--- src/rtl/sobel_pkg.sv ---
// Shared types and constants for the Sobel line-buffer controller.
package sobel_pkg;

  typedef enum logic [1:0] {
    IDLE  = 2'd0,
    PRIME = 2'd1,
    RUN   = 2'd2
  } lb_state_e;

  localparam int NUM_BANKS  = 3;
  localparam int LINE_CNT_W = 11;

  // One-hot bank select for a bank index 0..NUM_BANKS-1.
  function automatic logic [NUM_BANKS-1:0] bank_onehot(input logic [1:0] idx);
    return {{(NUM_BANKS-1){1'b0}}, 1'b1} << idx;
  endfunction

  // Bank rotation 0 -> 1 -> 2 -> 0.
  function automatic logic [1:0] next_bank(input logic [1:0] idx);
    return (idx == 2'(NUM_BANKS - 1)) ? 2'd0 : 2'(idx + 2'd1);
  endfunction

endpackage

--- src/rtl/sobel_col_cnt.sv ---
// Column counter for the line buffers. Counts active pixels of the current
// line, clears on the first idle cycle, and freezes at H_ACTIVE while
// flagging any further pixel as an overflow.
module sobel_col_cnt #(
  parameter int H_ACTIVE = 1920,
  parameter int CNT_W    = $clog2(H_ACTIVE + 1)
) (
  input  logic             clk,
  input  logic             rst,
  input  logic             clr,
  input  logic             dv,
  output logic [CNT_W-1:0] col_cnt,
  output logic             ovf
);

  localparam logic [CNT_W-1:0] LIMIT = CNT_W'(H_ACTIVE);

  assign ovf = dv & (col_cnt == LIMIT);

  // Pixel counter: frame start or idle clears, overflow holds.
  always_ff @(posedge clk) begin
    if (!rst) begin
      col_cnt <= '0;
    end else if (clr || !dv) begin
      col_cnt <= '0;
    end else if (!ovf) begin
      col_cnt <= col_cnt + CNT_W'(1);
    end
  end

endmodule

--- src/rtl/sobel_lb_ctrl.sv ---
// Line-buffer controller for a 3x3 Sobel window: rotates writes across three
// line banks, primes the window for two lines after each frame start, and
// delays syncs to match the one-cycle RAM read latency.
// Optional build macro SOBEL_LB_BORDER_BLANK_EN blanks win_valid_o on the
// first and last pixel of each line.
module sobel_lb_ctrl
  import sobel_pkg::*;
#(
  parameter int  COLORDEPTH = 8,
  parameter int  H_ACTIVE   = 1920,
  // One extra code so the address can sit at H_ACTIVE on overflow.
  localparam int ADDR_W     = $clog2(H_ACTIVE + 1)
) (
  input  logic                  clk,
  input  logic                  rst,
  input  logic                  dv_i,
  input  logic                  hs_i,
  input  logic                  vs_i,
  output logic [NUM_BANKS-1:0]  lb_we_o,
  output logic [ADDR_W-1:0]     lb_waddr_o,
  output logic [ADDR_W-1:0]     lb_raddr_o,
  output logic [1:0]            row_sel_o,
  output logic                  win_valid_o,
  output logic                  dv_o,
  output logic                  hs_o,
  output logic                  vs_o,
  output logic [LINE_CNT_W-1:0] line_cnt_o,
  output logic                  err_o
);

  if (COLORDEPTH < 1 || H_ACTIVE < 1) begin : g_bad_params
    $error("sobel_lb_ctrl: COLORDEPTH and H_ACTIVE must be positive");
  end

  lb_state_e             state;
  logic [1:0]            wr_ptr;
  logic [LINE_CNT_W-1:0] line_cnt;
  logic                  err;
  logic [ADDR_W-1:0]     col_cnt;
  logic                  ovf;
  logic                  dv_p1, hs_p1, vs_p1;
  logic [1:0]            row_sel_p1;
  logic                  vld_p1;
  logic                  win_vld_d;

  // Stage p0: input strobes and edge detection. Pixels are ignored in IDLE
  // so a line cut by reset is never written before the next frame start.
  logic vs_rise, active, dv_act, line_end;
  assign vs_rise  = vs_i & ~vs_p1;
  assign active   = (state != IDLE);
  assign dv_act   = dv_i & active;
  assign line_end = dv_p1 & ~dv_i & active;

  sobel_col_cnt #(
    .H_ACTIVE (H_ACTIVE),
    .CNT_W    (ADDR_W)
  ) u_col_cnt (
    .clk     (clk),
    .rst     (rst),
    .clr     (vs_rise),
    .dv      (dv_act),
    .col_cnt (col_cnt),
    .ovf     (ovf)
  );

  assign lb_we_o    = (dv_act & ~ovf) ? bank_onehot(wr_ptr) : '0;
  assign lb_waddr_o = col_cnt;
  assign lb_raddr_o = col_cnt;

`ifdef SOBEL_LB_BORDER_BLANK_EN
  assign win_vld_d = (state == RUN) & dv_i & (col_cnt != '0);
`else
  assign win_vld_d = (state == RUN) & dv_i;
`endif

  // Frame/line control: a frame start overrides a coincident line end.
  always_ff @(posedge clk) begin
    if (!rst) begin
      state    <= IDLE;
      wr_ptr   <= 2'd0;
      line_cnt <= '0;
      err      <= 1'b0;
    end else if (vs_rise) begin
      state    <= PRIME;
      wr_ptr   <= 2'd0;
      line_cnt <= '0;
      err      <= 1'b0;
    end else begin
      if (ovf) begin
        err <= 1'b1;
      end
      if (line_end) begin
        wr_ptr <= next_bank(wr_ptr);
        if (line_cnt != {LINE_CNT_W{1'b1}}) begin
          line_cnt <= line_cnt + LINE_CNT_W'(1);
        end
        if (state == PRIME && line_cnt == LINE_CNT_W'(1)) begin
          state <= RUN;
        end
      end
    end
  end

  // Stage p1: align syncs, bank index and window valid with RAM read data.
  always_ff @(posedge clk) begin
    if (!rst) begin
      dv_p1      <= 1'b0;
      hs_p1      <= 1'b0;
      vs_p1      <= 1'b0;
      row_sel_p1 <= 2'd0;
      vld_p1     <= 1'b0;
    end else begin
      dv_p1      <= dv_i;
      hs_p1      <= hs_i;
      vs_p1      <= vs_i;
      row_sel_p1 <= wr_ptr;
      vld_p1     <= win_vld_d;
    end
  end

  assign dv_o       = dv_p1;
  assign hs_o       = hs_p1;
  assign vs_o       = vs_p1;
  assign row_sel_o  = row_sel_p1;
  assign line_cnt_o = line_cnt;
  assign err_o      = err;

`ifdef SOBEL_LB_BORDER_BLANK_EN
  // The last pixel of a line surfaces in the cycle dv_i drops, so gating
  // with the live strobe removes exactly that column.
  assign win_valid_o = vld_p1 & dv_i;
`else
  assign win_valid_o = vld_p1;
`endif

endmodule
--- config.mk ---
export PLATFORM = sky130hd
export DESIGN_NAME = sobel_lb_ctrl
export DESIGN_NICKNAME = d
export VERILOG_FILES = /design/src/rtl/sobel_pkg.sv /design/src/rtl/sobel_col_cnt.sv /design/src/rtl/sobel_lb_ctrl.sv
export SDC_FILE = /design/constraint.sdc
export NUM_CORES = 1
export LEC_CHECK = 0
export ABC_CLOCK_PERIOD_IN_PS = 2350
export BUFFER_PORTS_ARGS = -buffer_cell sky130_fd_sc_hd__buf_2
export CAP_MARGIN = 5
export CORE_UTILIZATION = 51
export CTS_CLUSTER_SIZE = 25
export DETAILED_ROUTE_END_ITERATION = 10
export MAX_ROUTING_LAYER = met4
export PLACE_DENSITY = 0.85
export SYNTH_ARGS = -nofsm -noshare
export SYNTH_HDL_FRONTEND = slang
export SYNTH_HIERARCHICAL = 1
export SYNTH_SLANG_ARGS = --single-unit
--- constraint.sdc ---
create_clock -name clk -period 2.35 [get_ports clk]
set_clock_uncertainty 0.2 [all_clocks]
set_input_delay 0.235 -clock clk [delete_from_list [all_inputs] [get_ports clk]]
set_output_delay 0.235 -clock clk [all_outputs]
set_load 0.01 [all_outputs]
==> run_results.csv, run 1 <==
group,metric,value,unit
drt,via_count,1545,
setup_path,endpoint,"lb_we_o[0]",
timing,setup_viol,0,
power_and_ir_drop,power_frac_seq,60.8,%
drt,drc,0,
setup_path,regToRegSetupSlack,0.27,ns
setup_path,regToRegStartpoint,"line_cnt_o[1]",
timing,slew_headroom,57.35,%
timing,rsz0062_at_grt,"no",
global_routing,busiest_layer,"met2",
drt,vias_per_cell,5.479,
setup_path,crit_path_end_kind,"primary output",
setup_path,crit_required,1.91,ns
setup_path,startpoint_type,"register",
cts,clk_latency,0.34,ns
drt,wl_per_cell,12.71,um
power_and_ir_drop,power_density,467.1,nW/um^2
drt,ant_nets,0,
timing,max_slew.worst_pin.slew,0.6348,ns
power_and_ir_drop,p_leak,0.8215,nW
global_routing,grt_util_met2,35.55,%
timing,tns,0,ns
logic_synthesis,synth_area_leader_cell,"dfxtp_1",
timing,worst_slack,0.1016,ns
cells_and_area,final_common_cell,"buf_2",
placement,place_area,1846,um^2
setup_path,worstSetupStartpoint,"u_col_cnt/col_cnt[2]",
setup_path,crit_type,"reg -> out",
cells_and_area,fin_nets,246,
cells_and_area,mostFrequentLayoutCells,"buf_2, dfxtp_1, a21oi_1",
cells_and_area,fin_util,64.88,%
global_routing,grt_pass1_wl,5782,um
global_routing,antenna_found_initial,0,
power_and_ir_drop,switchingPower,0.2329,mW
power_and_ir_drop,sw_frac_of_total,24.98,%
global_routing,grt_start_max_net_pins,14,
cells_and_area,fillers,267,
power_and_ir_drop,irDropWorstVdd,357.3,uV
setup_path,r2r-end,"line_cnt_o[6]",
global_routing,grt_use_total,22.75,%
cts,cts_sinks,33,
min_path,hold_class,"in -> reg",
global_routing,grt_pass1_vias,1332,
placement,gp_congestion,0.8546,
logic_synthesis,seq_area_frac_synth,39.85,%
floorplan,ioPinCount,48,
setup_path,critPathArrivalTime,1.81,ns
global_routing,grt-ovfl-total,0,
cells_and_area,finalInstanceArea,1997,um^2
setup_path,rr_worst_depth,5,
floorplan,core,3078,um^2
floorplan,fp.dieW,59.02,um
global_routing,use_met3,6.769,%
cells_and_area,synthToLayoutAreaGrowth,20.45,%
global_routing,grt_use_met1,27.35,%
cts,root_buffer,"clkbuf_4",
timing,period_needed,2.248,ns
cts,cts_buffer_depth,2,
power_and_ir_drop,internal-power,0.6997,mW
timing,fmax,0.4448,GHz
logic_synthesis,ys_seq_elements,33,
floorplan,die_area,3483,um^2
cts,cts_tree,"built",
cts,cts_buffers,5,
drt,drt_first_pass_iters,4,
run,max_cap_violations,0,
cts,path_clk_slew,0.11,ns
floorplan,start_util,53.86,%
floorplan,rows,20,
floorplan,die_h,59.02,um
placement,io_buffer_count,47,
outcome,status,"finished, final reports clean",
placement,hpwl,2489,um
cts,h-tree-depth,2,
setup_path,crit_fanout,9,
logic_synthesis,yosysWarnings,6,
power_and_ir_drop,p_comb_share,5.6,%
logic_synthesis,synth.distinct_cells,42,
logic_synthesis,syn_area,1658,um^2
power_and_ir_drop,finalPower,0.9327,mW
placement,dpl_worst_slack,0.3051,ns
logic_synthesis,synthesis.nets,200,
logic_synthesis,yosysTopAreaCellShare,39.85,%
timing,min_period_over_period,95.68,%
logic_synthesis,syn_inst,191,
timing,hold_viol,0,
logic_synthesis,yosys-top-cells-area,"dfxtp_1, a21oi_1, buf_4, o31ai_1, or4_1",
power_and_ir_drop,power_frac_clock,33.6,%
logic_synthesis,synth_area_per_cell,8.680,um^2
timing,drv_slew,0,
drt,wl,3584,um
cells_and_area,num_antenna_cells,0,
drt,drtIter0Drc,68,
cells_and_area,drive_gt1_share,29.83,%
[cell families after synthesis]
logic type	after synthesis	share of synthesized area [%]
xor+xnor	2	1.057
buf+inv	28	9.358
flops	33	39.85
fa+ha+maj	4	3.019
compound gates	41	15.92
simple gates	83	30.79
[per-layer routing]
metal | part of all wire, % | wire, um
met1 | 48 | 1704
met2 | 47 | 1683
met3 | 3.9 | 139
met4 | 1.6 | 56
met5 | 0 | 0
[sequential cells by signal (all words and copies together), names as in the netlist]
| name | flops |
|---|---|
| state | 2 |
| u_col_cnt/col_cnt | 11 |
| dv_o | 1 |
| hs_o | 1 |
| vs_o | 1 |
| row_sel_o | 2 |
| wr_ptr | 2 |
| line_cnt_o | 11 |
| err_o | 1 |
| win_valid_o | 1 |
[synth_stat cells, drive strengths merged]
library cell  count
nor2              9
and4b             1
nor4              5
ha                4
and3              2
buf              13
xnor2             1
nor3             10
a21oi            17
or4               9
clkbuf            3
o21a              3
dfxtp            33
nand2            11
o211ai            1
o311ai            1
a31oi             2
nand3             7
or3               8
nor4b             3
nand2b            2
a41oi             2
and4              1
nand3b            2
nand4b            1
inv              12
xor2              1
o21ai             5
or2               1
nand4             4
o31ai             9
or2b              1
and2              6
o21ba             1
[per-stage QoR]
stage | hold slack (ns) | cells
finish | 0.2119 | 282
detailed placement | 0.2459 | 267
floorplan | 0.1526 | 191
global route | 0.2060 | 282
global placement | 0.2431 | 267
CTS | 0.1907 | 281
[power groups by stage]
stage / combinational (mW) / clock (mW) / sequential, mW
6_report: 0.0524 / 0.314 / 0.567
5_1_grt: 0.0578 / 0.354 / 0.568
3_5_place_dp: 0.0426 / 0 / 0.581
4_1_cts: 0.0501 / 0.321 / 0.568
2_1_floorplan: 0.0260 / 0 / 0.583
3_3_place_gp: 0.0417 / 0 / 0.581
[worst max-delay path, stage by stage, from the launching register on]
cell and delay (ns):
dfxtp_1 0.41, or4_4 0.62, nor3_4 0.21, nor4_1 0.08
buf_2 0.14
[worst min path at each step]
| stage | startpoint | endpoint | slack [ns] | cells past startpoint |
|---|---|---|---|---|
| finish | dv_i | wr_ptr[1] | 0.21 | 5 |
| global route | dv_i | wr_ptr[1] | 0.21 | 5 |
| detailed placement | hs_i | hs_o | 0.25 | 2 |
| global placement | hs_i | hs_o | 0.24 | 2 |
| CTS | dv_i | wr_ptr[1] | 0.19 | 5 |
| floorplan | rst | state[0] | 0.15 | 1 |
[area by class of cell]
class	instances	area (um^2)	share of cell area, %
clock inverters	3	17.52	0.8772
inverters	12	45.04	2.256
clock buffers	5	37.54	1.880
flip-flops and latches	33	668.1	33.46
well taps	44	55.05	2.757
repair buffers	55	310.3	15.54
multi-input cells	130	863.3	43.23
[what timing repair did]
| item | CTS | global route |
|---|---|---|
| resized for setup | 2 | 7 |
| hold buffers | 6 | 0 |
| pin swaps | 0 | 2 |
| endpoints found under the setup margin | 3 | 3 |
| setup buffers | 0 | 1 |
| endpoints found under the hold margin | 5 | 0 |
No activity file was read; power rests on OpenSTA's default activity.
==> run 2, diff against run 1 <==
Settings changed: RECOVER_POWER set to 100.
==> run 2 against run 1 <==
  * Hold slack improved by 0.00060 ns
  * Highest routed layer unchanged
  * Global-route usage unchanged
  * Sequential cell count unchanged
  * Sequential power about the same
  * Utilization decreased by 2.0 points
  * Clock-buffer cell count unchanged
  * Die area unchanged
  * Cell area decreased by 3.1%
  * Clock power about the same
  * Combinational power decreased by 4%
  * First-iteration DRC count increased by 19%
==> run_results.csv, run 2 (synthesized netlist as in run 1, its figures left out) <==
group,metric,value,unit
cells_and_area,num_antenna_cells,0,
drt,drt_first_pass_iters,4,
cells_and_area,drive_gt1_share,12.18,%
setup_path,critPathArrivalTime,1.79,ns
drt,vias_per_cell,5.550,
cells_and_area,layout.area.seq,668.1,um^2
timing,holdWs,0.2125,ns
drt,drtIter0Drc,81,
cells_and_area,final_common_cell,"clkbuf_1",
drt,wl_per_cell,12.79,um
power_and_ir_drop,sw_frac_of_total,24.99,%
cells_and_area,mostFrequentLayoutCells,"clkbuf_1, dfxtp_1, a21oi_1",
cts,cts_sinks,33,
cts,path_clk_slew,0.11,ns
cells_and_area,fillers,300,
power_and_ir_drop,power_frac_seq,60.9,%
drt,via_count,1565,
setup_path,crit_fanout,9,
timing,drv_slew,0,
setup_path,crit_type,"reg -> out",
global_routing,grt_pass1_wl,5782,um
placement,gp_congestion,0.8546,
floorplan,start_util,53.86,%
cts,clk_latency,0.34,ns
cts,cts_tree,"built",
drt,drc,0,
global_routing,grt_use_total,22.75,%
timing,hold_viol,0,
power_and_ir_drop,power_frac_clock,33.7,%
cells_and_area,synthToLayoutAreaGrowth,16.68,%
global_routing,antenna_found_initial,0,
floorplan,die_area,3483,um^2
timing,period_needed,2.229,ns
power_and_ir_drop,p_leak,0.6388,nW
cts,cts_buffers,5,
placement,dpl_worst_slack,0.3051,ns
power_and_ir_drop,irDropWorstVdd,358.7,uV
floorplan,fp.dieW,59.02,um
cts,h-tree-depth,2,
cts,cts_buffer_depth,2,
setup_path,startpoint_type,"register",
min_path,hold_class,"in -> reg",
cells_and_area,fin_util,62.85,%
timing,slew_headroom,57.61,%
global_routing,grt_pass1_vias,1332,
timing,setup_viol,0,
outcome,status,"finished, final reports clean",
floorplan,ioPinCount,48,
floorplan,rows,20,
timing,tns,0,ns
floorplan,core,3078,um^2
timing,rsz0062_at_grt,"no",
power_and_ir_drop,switchingPower,0.2325,mW
cells_and_area,multi_input_area,849.6,um^2
power_and_ir_drop,p_comb_share,5.4,%
placement,io_buffer_count,47,
timing,max_slew.worst_pin.slew,0.6310,ns
timing,worst_slack,0.1205,ns
drt,ant_nets,0,
power_and_ir_drop,internal-power,0.6981,mW
timing,fmax,0.4485,GHz
setup_path,crit_required,1.91,ns
cells_and_area,finalInstanceArea,1934,um^2
global_routing,grt_start_max_net_pins,14,
placement,place_area,1846,um^2
placement,hpwl,2489,um
global_routing,grt-ovfl-total,0,
timing,min_period_over_period,94.87,%
cts,root_buffer,"clkbuf_4",
setup_path,crit_path_end_kind,"primary output",
drt,wl,3606,um
cells_and_area,fin_nets,246,
run,max_cap_violations,0,
floorplan,die_h,59.02,um
power_and_ir_drop,power_density,481.1,nW/um^2
run 2: layer usage:
layer / track usage [%] / up-vias / routed length (um)
met4: 9.524 / 0 / 48
met5: - / - / 0
met3: 6.769 / 7 / 185
li1: - / 782 / -
met1: 27.35 / 729 / 1702
met2: 35.55 / 47 / 1670
run 2: final cells by class:
class,instances,area share [%]
clock buffer,5,1.940
inverter,12,2.329
multi-input combinational,130,43.92
timing repair buffer,55,13.52
clock inverter,3,0.9056
tap,44,2.846
sequential,33,34.54
run 2: timing repair:
action,CTS,global route
pin swaps,0,2
hold buffers,6,0
setup buffers,0,1
gates resized for setup,2,7
hold endpoints to repair,5,0
setup endpoints to repair,3,3
run 2: power by group through the flow:
stage | combinational [mW] | sequential, mW | clock [mW]
4_1_cts | 0.0501 | 0.568 | 0.321
5_1_grt | 0.0562 | 0.568 | 0.354
6_report | 0.0505 | 0.566 | 0.314
2_1_floorplan | 0.0260 | 0.583 | 0
3_5_place_dp | 0.0426 | 0.581 | 0
3_3_place_gp | 0.0417 | 0.581 | 0
run 2: path summary, 6_finish.rpt:
check	start	endpoint	slack [ns]	cells past startpoint
min	dv_i	wr_ptr[1]	0.21	5
max reg2reg	line_cnt_o[1]	line_cnt_o[6]	0.26	5
max	u_col_cnt/col_cnt[2]	lb_we_o[0]	0.12	4
min reg2reg	err_o	err_o	0.29	2
run 2: through the flow:
step,cells,power [mW]
6_report,282,0.9306
3_3_place_gp,267,0.6227
4_1_cts,281,0.9394
2_1_floorplan,191,0.6086
5_1_grt,282,0.9781
3_5_place_dp,267,0.6237
run 2: worst max-delay path, cell delays in order (launching register included):
cell	delay (ns)
dfxtp_1	0.40
or4_4	0.61
nor3_4	0.21
nor4_1	0.08
buf_2	0.14
